`config.mk`:
```
export PLATFORM = sky130hd
export DESIGN_NAME = riscv_exec_ctrl
export DESIGN_NICKNAME = d
export VERILOG_FILES = /design/src/rtl/riscv_ctrl_pkg.sv /design/src/rtl/riscv_hart_fsm.sv /design/src/rtl/riscv_exec_ctrl.sv
export SDC_FILE = /design/constraint.sdc
export NUM_CORES = 1
export LEC_CHECK = 0
export BUFFER_PORTS_ARGS = -buffer_cell sky130_fd_sc_hd__buf_2
export CORE_MARGIN = 10
export CORE_UTILIZATION = 27
export CTS_BUF_LIST = sky130_fd_sc_hd__clkbuf_4
export DETAILED_ROUTE_END_ITERATION = 10
export GPL_TIMING_DRIVEN = 1
export HOLD_SLACK_MARGIN = 0.12
export PLACE_DENSITY = 0.51
export SLEW_MARGIN = 25
export SYNTH_ARGS = -nofsm -noshare
export SYNTH_HDL_FRONTEND = slang
export SYNTH_SLANG_ARGS = --single-unit
export TNS_END_PERCENT = 1
```
`constraint.sdc`:
```
create_clock -name clk -period 2.55 [get_ports clk]
set_input_delay 0.255 -clock clk [delete_from_list [all_inputs] [get_ports clk]]
set_output_delay 0.255 -clock clk [all_outputs]
set_load 0.02 [all_outputs]
```
`src/rtl/riscv_ctrl_pkg.sv`:
```
// Shared control-word layout, hart state encoding and control-word decode
// for the execution controller and its per-hart FSMs.
package riscv_ctrl_pkg;

  localparam int CTRL_RUN_BIT   = 0;
  localparam int CTRL_RESET_BIT = 1;
  localparam int CTRL_STEP_BIT  = 2;
  localparam int STEP_CNT_LSB   = 8;
  localparam int STEP_CNT_MSB   = 15;
  localparam int MASK_LSB       = 16;
  localparam int MASK_MSB       = 31;
  localparam int MAX_HARTS      = MASK_MSB - MASK_LSB + 1;

  localparam logic [1:0] ST_HALTED    = 2'd0;
  localparam logic [1:0] ST_RESETTING = 2'd1;
  localparam logic [1:0] ST_RUNNING   = 2'd2;
  localparam logic [1:0] ST_STEPPING  = 2'd3;

  typedef enum logic [1:0] {
    HART_HALTED    = ST_HALTED,
    HART_RESETTING = ST_RESETTING,
    HART_RUNNING   = ST_RUNNING,
    HART_STEPPING  = ST_STEPPING
  } hart_state_e;

  typedef struct packed {
    logic       run;
    logic       reset;
    logic       step;
    logic [7:0] step_cnt;
  } ctrl_cmd_t;

  function automatic ctrl_cmd_t decode_ctrl(input logic [31:0] word);
    ctrl_cmd_t cmd;
    cmd.run      = word[CTRL_RUN_BIT];
    cmd.reset    = word[CTRL_RESET_BIT];
    cmd.step     = word[CTRL_STEP_BIT];
    cmd.step_cnt = word[STEP_CNT_MSB:STEP_CNT_LSB];
    return cmd;
  endfunction

endpackage

```
`src/rtl/riscv_hart_fsm.sv`:
```
// Per-hart execution FSM: reset pulse counter, step counter and optional
// step watchdog (enabled by RISCV_EXEC_CTRL_STEP_WDOG_EN). All outputs registered.
module riscv_hart_fsm
  import riscv_ctrl_pkg::*;
#(
  parameter int RST_CYCLES   = 4,
  parameter int STEP_TIMEOUT = 1024
) (
  input  logic        clk,
  input  logic        rst_n,
  input  logic        cmd_valid,
  input  ctrl_cmd_t   cmd,
  input  logic        retire,
  input  logic        halt_req,
  output logic        core_en,
  output logic        core_rst,
  output logic        hart_halted,
  output logic        step_done,
  output logic        step_timeout,
  output hart_state_e state
);

  localparam int RST_W = (RST_CYCLES > 1) ? $clog2(RST_CYCLES) : 1;

  hart_state_e state_q, state_d;
  logic [RST_W-1:0] rst_cnt_q, rst_cnt_d;
  logic [8:0]       step_rem_q, step_rem_d;
  logic             run_lat_q, run_lat_d;
  logic             done_d;
  logic             tout_q, tout_d;

`ifdef RISCV_EXEC_CTRL_STEP_WDOG_EN
  localparam int WD_W = (STEP_TIMEOUT > 1) ? $clog2(STEP_TIMEOUT) : 1;
  logic [WD_W-1:0] wd_q, wd_d;
`else
  localparam int unused_step_timeout = STEP_TIMEOUT;
`endif

  // A selected write wins over halt_req, retire and the watchdog; a non-reset
  // write that lands during RESETTING is dropped and the pulse keeps counting.
  always_comb begin
    state_d    = state_q;
    rst_cnt_d  = rst_cnt_q;
    step_rem_d = step_rem_q;
    run_lat_d  = run_lat_q;
    done_d     = 1'b0;
    tout_d     = tout_q;
`ifdef RISCV_EXEC_CTRL_STEP_WDOG_EN
    wd_d       = wd_q;
`endif
    if (cmd_valid) begin
      tout_d = 1'b0;
    end
    if (cmd_valid && cmd.reset) begin
      state_d   = HART_RESETTING;
      rst_cnt_d = RST_W'(RST_CYCLES - 1);
      run_lat_d = cmd.run;
    end else if (cmd_valid && (state_q != HART_RESETTING)) begin
      if (cmd.run) begin
        state_d = HART_RUNNING;
      end else if ((state_q == HART_HALTED) && cmd.step) begin
        state_d    = HART_STEPPING;
        step_rem_d = {1'b0, cmd.step_cnt} + 9'd1;
`ifdef RISCV_EXEC_CTRL_STEP_WDOG_EN
        wd_d       = '0;
`endif
      end else begin
        state_d = HART_HALTED;
      end
    end else begin
      case (state_q)
        HART_RESETTING: begin
          if (rst_cnt_q == '0) begin
            state_d = run_lat_q ? HART_RUNNING : HART_HALTED;
          end else begin
            rst_cnt_d = rst_cnt_q - RST_W'(1);
          end
        end
        HART_RUNNING: begin
          if (halt_req) begin
            state_d = HART_HALTED;
          end
        end
        HART_STEPPING: begin
          if (halt_req) begin
            state_d = HART_HALTED;
          end else if (retire) begin
            step_rem_d = step_rem_q - 9'd1;
`ifdef RISCV_EXEC_CTRL_STEP_WDOG_EN
            wd_d       = '0;
`endif
            if (step_rem_q == 9'd1) begin
              state_d = HART_HALTED;
              done_d  = 1'b1;
            end
          end
`ifdef RISCV_EXEC_CTRL_STEP_WDOG_EN
          else if (wd_q == WD_W'(STEP_TIMEOUT - 1)) begin
            state_d = HART_HALTED;
            tout_d  = 1'b1;
          end else begin
            wd_d = wd_q + WD_W'(1);
          end
`endif
        end
        default: ;
      endcase
    end
  end

  // Outputs are flops loaded from the next-state decode so they line up with state_q.
  always_ff @(posedge clk) begin
    if (!rst_n) begin
      state_q     <= HART_HALTED;
      rst_cnt_q   <= '0;
      step_rem_q  <= '0;
      run_lat_q   <= 1'b0;
      tout_q      <= 1'b0;
      core_en     <= 1'b0;
      core_rst    <= 1'b0;
      hart_halted <= 1'b1;
      step_done   <= 1'b0;
    end else begin
      state_q     <= state_d;
      rst_cnt_q   <= rst_cnt_d;
      step_rem_q  <= step_rem_d;
      run_lat_q   <= run_lat_d;
      tout_q      <= tout_d;
      core_en     <= (state_d == HART_RUNNING) || (state_d == HART_STEPPING);
      core_rst    <= (state_d == HART_RESETTING);
      hart_halted <= (state_d == HART_HALTED);
      step_done   <= done_d;
    end
  end

`ifdef RISCV_EXEC_CTRL_STEP_WDOG_EN
  always_ff @(posedge clk) begin
    if (!rst_n) begin
      wd_q <= '0;
    end else begin
      wd_q <= wd_d;
    end
  end
  assign step_timeout = tout_q;
`else
  assign step_timeout = 1'b0;
`endif

  assign state = state_q;

endmodule

```
`src/rtl/riscv_exec_ctrl.sv`:
```
// Multi-hart execution controller: decodes control-word writes into per-hart
// commands. Optional step watchdog via RISCV_EXEC_CTRL_STEP_WDOG_EN.
module riscv_exec_ctrl
  import riscv_ctrl_pkg::*;
#(
  parameter int NUM_HARTS    = 2,
  parameter int RST_CYCLES   = 4,
  parameter int STEP_TIMEOUT = 1024
) (
  input  logic                   clk,
  input  logic                   rst_n,
  input  logic                   ctrl_we,
  input  logic [31:0]            ctrl_wdata,
  input  logic [NUM_HARTS-1:0]   hart_retire,
  input  logic [NUM_HARTS-1:0]   halt_req,
  output logic [NUM_HARTS-1:0]   core_en,
  output logic [NUM_HARTS-1:0]   core_rst,
  output logic [NUM_HARTS-1:0]   hart_halted,
  output logic [NUM_HARTS-1:0]   step_done,
  output logic [NUM_HARTS-1:0]   step_timeout,
  output logic [2*NUM_HARTS-1:0] dbg_state
);

  ctrl_cmd_t              cmd;
  logic [MAX_HARTS-1:0]   mask_field;
  logic [NUM_HARTS-1:0]   hart_sel;
  logic [47:0]            unused_bits;

  assign cmd         = decode_ctrl(ctrl_wdata);
  assign mask_field  = ctrl_wdata[MASK_MSB:MASK_LSB];
  // Mask bits above NUM_HARTS have no hart behind them and are dropped here.
  assign hart_sel    = {NUM_HARTS{ctrl_we}} & mask_field[NUM_HARTS-1:0];
  assign unused_bits = {ctrl_wdata, mask_field};

  for (genvar i = 0; i < NUM_HARTS; i++) begin : g_hart
    hart_state_e st;

    riscv_hart_fsm #(
      .RST_CYCLES   (RST_CYCLES),
      .STEP_TIMEOUT (STEP_TIMEOUT)
    ) u_fsm (
      .clk          (clk),
      .rst_n        (rst_n),
      .cmd_valid    (hart_sel[i]),
      .cmd          (cmd),
      .retire       (hart_retire[i]),
      .halt_req     (halt_req[i]),
      .core_en      (core_en[i]),
      .core_rst     (core_rst[i]),
      .hart_halted  (hart_halted[i]),
      .step_done    (step_done[i]),
      .step_timeout (step_timeout[i]),
      .state        (st)
    );

    assign dbg_state[2*i +: 2] = st;
  end

endmodule

```
==> out/qor.yml, run 1 <==
run_status:
  status: "complete, no violations"
synth:
  synth_edf_count: 0
  syn_inst: 265
  yosys_warnings: 0
  avgSynthCellArea_um2: 8.130
  yosys_most_used_dff: "dfxtp_1"
  synthDistinctLibCells: 56
  yosys.area.top_type: "dfxtp_1"
  yosysMostFrequentCell: "dfxtp_1"
  synth_top_area_share_pct: 33.45
  synthTopCellsByArea: "dfxtp_1, o21ai_0, ha_1"
  synth_common_cells: "dfxtp_1, nor2_1, o21ai_0, nand2_1"
  synth_seq_area_share_pct: 33.45
  async_flop_share_pct: 0
  synth_area_um2: 2155
  ys_ff_latch: 36
layout:
  postLayoutCoreUtil_pct: 31.38
  layout.cells.non_filler: 392
  nets: 335
  finalInstanceArea_um2: 2425
  drive_above_1_share_pct: 15.17
  area_growth_pct: 12.54
  diodes: 0
floorplanning:
  die-height_um: 109.3
  core_um2: 7727
  start_util_pct: 27.88
  rows: 32
  io_pins: 53
  die_w_um: 109.3
  dieArea_um2: 11950
flow_run:
  maxCapViolCount: 0
worst_setup_path:
  r2r_end: "g_hart[1].u_fsm.core_rst"
  reg2reg_slack_ns: 0.47
  worstSetupEndpoint: "g_hart[1].u_fsm.core_rst"
  cp_num_buf_inv: 0
  worstSetupStartpointType: "flop"
  crit_required_ns: 2.78
  max_stage_delay_ns: 0.48
  criticalPathCategory: "reg -> reg"
  crit_path_max_fanout: 6
  crit_start: "g_hart[1].u_fsm.step_rem_q[0]"
  cpMaxStageDelayCell: "or4bb_1"
  rr_worst_depth: 6
  r2r_start: "g_hart[1].u_fsm.step_rem_q[0]"
  path_depth: 6
  critPathArrivalTime_ns: 2.32
  crit_chain: "ha_1, or4bb_1, nor3b_1, o221ai_1, o311a_1, nor3b_1"
  path_delay_family: "simple AND/OR/NAND/NOR gates"
  end_kind: "flop"
  crit_top_cell: "nor3b_1"
detailed_routing:
  via_count: 2019
  antenna_left: 0
  drtIter0Drc: 192
  viasPerCell: 5.151
  post_drt_wl_per_cell_um: 15.03
  dr.pass1.iters: 4
  drcViolationCount: 0
  wirelength_um: 5891
power:
  switching_share_pct: 28.97
  p_int_mw: 0.8686
  power.leakage_nw: 0.9559
  power_frac_comb_pct: 17.6
  power.density_nw_per_um2: 504.3
  p_switching_mw: 0.3543
  irDropWorstVdd_mv: 0.1807
  p_seq_share_pct: 49.0
  finalPower_mw: 1.223
  clock_power_share_pct: 33.5
grt:
  antenna_found_initial: 0
  grt-ovfl-total: 0
  use_met1_pct: 13.69
  grt_max_degree: 32
  top_usage_layer: "met2"
  gr-usage-all-layers_pct: 9.957
  grt_pass1_wl_um: 9639
  use_met3_pct: 3.043
  use_met2_pct: 14.91
  grt_pass1_vias: 1957
timing:
  slew_headroom_pct: 48.40
  fin_crit_ns: 2.084
  worstMarginPinSlew_ns: 0.7740
  fmax_mhz: 479.9
  report.final.slew_viol_count: 0
  clock_skew_ns: 0.005727
  setup_violations: 0
  rsz0062_at_grt: "false"
  setup_tns_ns: 0
  post-route-period-util_pct: 81.72
  hold_viol_final: 0
  hold_ws_ns: 0.2428
  worst_slack_ns: 0.4661
cts:
  tritoncts: "built"
  cts_hold_buf: 0
  clock_latency_ns: 0.34
  clk_pin_slew_ns: 0.12
  ctsRootBufferMaster: "clkbuf_4"
  cts.sinks: 36
  numCtsBuffers: 5
  clock_path_buffers: 2
  cts_resized: 0
  cts_max_level: 2
  post_cts_buffers: 0
min_path:
  hp-class: "in -> reg"
place:
  globalplace.congestion: 0.8291
  place_hpwl_um: 4451
  dpl-instance-area_um2: 2350
  place_inst: 384
  place_ws_ns: 0.4467
  portBuffers: 31
-- power by group through the flow --
stage	Sequential, mW	Clock [mW]	Combinational, mW
floorplan	0.611	0	0.149
global placement	0.611	0	0.213
detailed placement	0.611	0	0.214
CTS	0.599	0.415	0.215
global route	0.602	0.440	0.243
finish	0.599	0.409	0.215
-- layout by cell type (no fill, tap or decap), drive strengths merged, types with 3 or more instances in the layout --
| master | synthesis | final |
|---|---|---|
| nand4 | 4 | 4 |
| nand2b | 4 | 4 |
| buf | 13 | 34 |
| nor4 | 5 | 5 |
| nor3b | 6 | 6 |
| o21a | 6 | 6 |
| clkbuf | 5 | 5 |
| inv | 11 | 11 |
| dfxtp | 36 | 36 |
| o211ai | 5 | 5 |
| o22ai | 3 | 3 |
| a21oi | 15 | 15 |
| a211oi | 3 | 3 |
| nor2b | 3 | 3 |
| nor2 | 20 | 20 |
| xnor2 | 6 | 6 |
| and3b | 3 | 3 |
| nor3 | 7 | 7 |
| and3 | 5 | 5 |
| ha | 7 | 7 |
| nand3 | 15 | 15 |
| o21ai | 20 | 20 |
| a21boi | 8 | 8 |
| nand2 | 18 | 18 |
-- area by class of cell --
class	instances	area, um^2
fill	859	5303
tap	102	127.6
multi-input combinational	201	1282
clock inverter	3	37.54
inverter	11	41.29
clock buffer	5	37.54
sequential	36	720.7
timing repair buffer	34	177.7
-- cells by family after synthesis --
kind of cell / synth area share [%]
AOI/OAI and AO/OA: 25.49
xor gates and xnor gates: 3.252
adders and majority gates: 4.065
buffers and inverters: 7.201
DFF: 33.45
muxes: 0.9292
other: 0.1740
and+or+nand+nor: 25.43
-- layer usage --
| layer | up-vias | routed length [um] |
|---|---|---|
| li1 | 1014 | - |
| met1 | 963 | 2968 |
| met2 | 37 | 2546 |
| met3 | 5 | 320 |
| met4 | 0 | 55 |
| met5 | - | 0 |
-- how the worst min path moves through the flow --
stage / from / to / depth (start not counted)
after CTS: ctrl_wdata[0] / g_hart[1].u_fsm.run_lat_q / 3
after global placement: g_hart[0].u_fsm.step_rem_q[5] / g_hart[0].u_fsm.step_rem_q[5] / 2
final: ctrl_wdata[0] / g_hart[1].u_fsm.run_lat_q / 3
after global routing: ctrl_wdata[0] / g_hart[0].u_fsm.run_lat_q / 3
after floorplan: ctrl_wdata[0] / g_hart[1].u_fsm.run_lat_q / 2
after detailed placement: g_hart[0].u_fsm.step_rem_q[5] / g_hart[0].u_fsm.step_rem_q[5] / 2
-- registers in the layout (all words and copies together), names as in the netlist --
| name | flops |
|---|---|
| g_hart.u_fsm.hart_halted | 2 |
| g_hart.u_fsm.rst_cnt_q | 4 |
| g_hart.u_fsm.step_rem_q | 18 |
| g_hart.u_fsm.state | 4 |
| g_hart.u_fsm.core_rst | 2 |
| g_hart.u_fsm.core_en | 2 |
| g_hart.u_fsm.step_done | 2 |
| g_hart.u_fsm.run_lat_q | 2 |
-- worst min-delay path, stage by stage --
cell     delay [ns]
buf_2          0.15
mux2i_1        0.08
nor2_1         0.07
Power figures use the tool's default switching activity.
==> run 2, diff against run 1 <==
==> constraint.sdc (replaced) <==
create_clock -name clk -period 2.2 [get_ports clk]
set_input_delay 0.22 -clock clk [delete_from_list [all_inputs] [get_ports clk]]
set_output_delay 0.22 -clock clk [all_outputs]
set_load 0.02 [all_outputs]
==> run 2 against run 1 <==
Worst hold slack worse by 0.032 ns. Largest cell class unchanged. Via count is 0.40% lower. Clock-buffer cell count stayed put. Non-clock buffer count is 9 higher. Fmax is 2.5% higher. Die area stayed put. Clock power is 18% lower. Sequential share of layout area is 0.54 points lower. Combinational power is 20% higher. Cell area is 1.9% higher. Final cell count is 2.3% higher.
==> out/qor.yml, run 2 (same netlist as run 1, synthesis figures left out) <==
timing:
  rsz0062_at_grt: "false"  # unchanged
  hold_viol_final: 0  # unchanged
  clock_skew_ns: 0.002226  # was 0.005727 ns
  post-route-period-util_pct: 92.38  # was 81.72%
  setup_tns_ns: 0  # unchanged
  report.final.slew_viol_count: 0  # unchanged
  fin_crit_ns: 2.032  # was 2.084 ns
  fmax_mhz: 492.1  # was 479.9 MHz
  slew_headroom_pct: 63.52  # was 48.40%
  setup_violations: 0  # unchanged
  worstMarginPinSlew_ns: 0.5456  # was 0.7740 ns
worst_setup_path:
  r2r_end: "g_hart[0].u_fsm.step_rem_q[6]"  # was g_hart[1].u_fsm.core_rst
  crit_path_max_fanout: 7  # was 6
  path_delay_family: "simple AND/OR/NAND/NOR gates"  # unchanged
  rr_worst_depth: 5  # was 6
  reg2reg_slack_ns: 0.17  # was 0.47 ns
  cp_num_buf_inv: 0  # unchanged
  cpMaxStageDelayCell: "or4b_1"  # was or4bb_1
  worstSetupStartpointType: "flop"  # unchanged
  end_kind: "flop"  # unchanged
  criticalPathCategory: "reg -> reg"  # unchanged
  crit_required_ns: 2.49  # was 2.78 ns
  crit_chain: "or4b_1, or3_1, and2_4, o41ai_2, o21a_1"  # was ha_1, or4bb_1, nor3b_1, o221ai_1, o311a_1, nor3b_1
  max_stage_delay_ns: 0.54  # was 0.48 ns
  critPathArrivalTime_ns: 2.32  # about the same
  r2r_start: "g_hart[0].u_fsm.state[1]"  # was g_hart[1].u_fsm.step_rem_q[0]
min_path:
  hold_start: "ctrl_wdata[0]"  # unchanged
  holdPathStages: 3  # unchanged
  whs_endpoint: "g_hart[0].u_fsm.state[0]"  # was g_hart[1].u_fsm.run_lat_q
  hp-class: "in -> reg"  # unchanged
floorplanning:
  die_w_um: 109.3  # unchanged
  die-height_um: 109.3  # unchanged
  io_pins: 53  # unchanged
  start_util_pct: 27.88  # unchanged
  rows: 32  # unchanged
  core_um2: 7727  # unchanged
  dieArea_um2: 11950  # unchanged
grt:
  grt_pass1_vias: 1957  # unchanged
  grt_pass1_wl_um: 9687  # was 9639 um
  antenna_found_initial: 0  # unchanged
  grt-ovfl-total: 0  # unchanged
  gr-usage-all-layers_pct: 9.966  # was 9.957%
  grt_max_degree: 25  # was 32
layout:
  area_growth_pct: 14.63  # was 12.54%
  nets: 344  # was 335
  final_cell_mix: "dfxtp_1, buf_2, nor2_1, o21ai_0, nand2_1"  # unchanged
  largest_register_ffs: 18  # unchanged
  mostFrequentLayoutCell: "dfxtp_1"  # unchanged
  drive_above_1_share_pct: 17.79  # was 15.17%
  postLayoutCoreUtil_pct: 31.96  # was 31.38%
  top_register: "g_hart.u_fsm.step_rem_q"  # unchanged
  fillers: 858  # was 859
cts:
  numCtsBuffers: 5  # unchanged
  post_cts_buffers: 0  # unchanged
  tritoncts: "built"  # unchanged
  clock_latency_ns: 0.33  # was 0.34 ns
  cts.sinks: 36  # unchanged
  cts_hold_buf: 0  # unchanged
  clk_pin_slew_ns: 0.11  # was 0.12 ns
  ctsRootBufferMaster: "clkbuf_4"  # unchanged
  cts_max_level: 2  # unchanged
  clock_path_buffers: 2  # unchanged
place:
  globalplace.congestion: 0.8097  # was 0.8291
  place_hpwl_um: 4451  # about the same
  portBuffers: 31  # unchanged
power:
  irDropWorstVdd_mv: 0.1447  # was 0.1807 mV
  power.leakage_nw: 0.9904  # was 0.9559 nW
  power.density_nw_per_um2: 519.5  # was 504.3 nW/um^2
  p_switching_mw: 0.3894  # was 0.3543 mW
  clock_power_share_pct: 26.0  # was 33.5%
  p_seq_share_pct: 53.9  # was 49.0%
  power_frac_comb_pct: 20.1  # was 17.6%
  switching_share_pct: 30.35  # was 28.97%
  p_int_mw: 0.8936  # was 0.8686 mW
flow_run:
  maxCapViolCount: 0  # unchanged
detailed_routing:
  dr.pass1.iters: 4  # unchanged
  drcViolationCount: 0  # unchanged
  antenna_left: 0  # unchanged
  wirelength_um: 5717  # was 5891 um
  drtIter0Drc: 148  # was 192
  viasPerCell: 5.015  # was 5.151
  via_count: 2011  # was 2,019
  post_drt_wl_per_cell_um: 14.26  # was 15.03 um
run_status:
  status: "complete, no violations"  # unchanged
==> run 2: changes by cell type in the layout (fill, tap and decap cells not counted) <==
cell       change
diode_2        +1
buf_4          +9
nor3b_1        -1
nor3b_2        +1
bufinv_16      -1
==> run 2: power by group through the flow <==
stage / logic (mW) / registers (mW) / clock network (mW)
6_report: 0.258 / 0.691 / 0.334
5_1_grt: 0.293 / 0.695 / 0.381
4_1_cts: 0.259 / 0.691 / 0.353
3_5_place_dp: 0.258 / 0.706 / 0
3_3_place_gp: 0.256 / 0.706 / 0
2_1_floorplan: 0.173 / 0.708 / 0
==> run 2: layout make-up <==
type,instances,area [um^2],area share (%)
flip-flops and latches,36,720.7,29.18
multi-input cells,201,1287,52.13
diodes,1,2.502,0.1013
clock inverters,2,7.507,0.3040
inverters,11,41.29,1.672
clock buffers,5,37.54,1.520
well taps,102,127.6,5.167
repair buffers,43,245.2,9.929
==> run 2: through the flow <==
step / power (mW) / area (um^2) / cells / setup slack (ns) / hold WS [ns]
floorplan: 0.8809 / 2158 / 266 / 0.1295 / 0.3639
global placement: 0.9622 / 2417 / 393 / 0.1559 / 0.4720
detailed placement: 0.9641 / 2417 / 393 / 0.1627 / 0.4853
CTS: 1.303 / 2462 / 400 / 0.1812 / 0.1880
global route: 1.369 / 2467 / 400 / 0.04870 / 0.2209
finish: 1.283 / 2470 / 401 / 0.1677 / 0.2110
==> run 2: layer usage <==
metal / GRT usage, % / wire, um / vias up
met2: 15.16 / 2452 / 54
met4: 2.230 / 53 / 0
met5: 0 / 0 / -
li1: - / - / 1033
met1: 13.54 / 2812 / 919
met3: 2.984 / 398 / 5
==> run 2: worst max-delay path by stage <==
stage | slack [ns] | cells after the start | endpoint | from
floorplan | 0.13 | 7 | g_hart[0].u_fsm.step_rem_q[6] | g_hart[0].u_fsm.state[1]
detailed placement | 0.16 | 6 | g_hart[0].u_fsm.step_rem_q[6] | ctrl_wdata[0]
CTS | 0.18 | 5 | g_hart[0].u_fsm.step_rem_q[6] | g_hart[0].u_fsm.state[1]
finish | 0.17 | 5 | g_hart[0].u_fsm.step_rem_q[6] | g_hart[0].u_fsm.state[1]
global route | 0.05 | 8 | g_hart[1].u_fsm.core_rst | g_hart[1].u_fsm.step_rem_q[1]
global placement | 0.16 | 6 | g_hart[0].u_fsm.step_rem_q[6] | ctrl_wdata[0]
==> run 2: worst min-delay path, stage by stage <==
cell     delay (ns)
buf_2          0.09
or4b_1         0.13
a21oi_1        0.07
==> run 2: what timing repair did <==
action | CTS | global route
gates resized for setup | 0 | 1
endpoints found under the setup margin | 0 | 1
endpoints found under the hold margin | 0 | 0
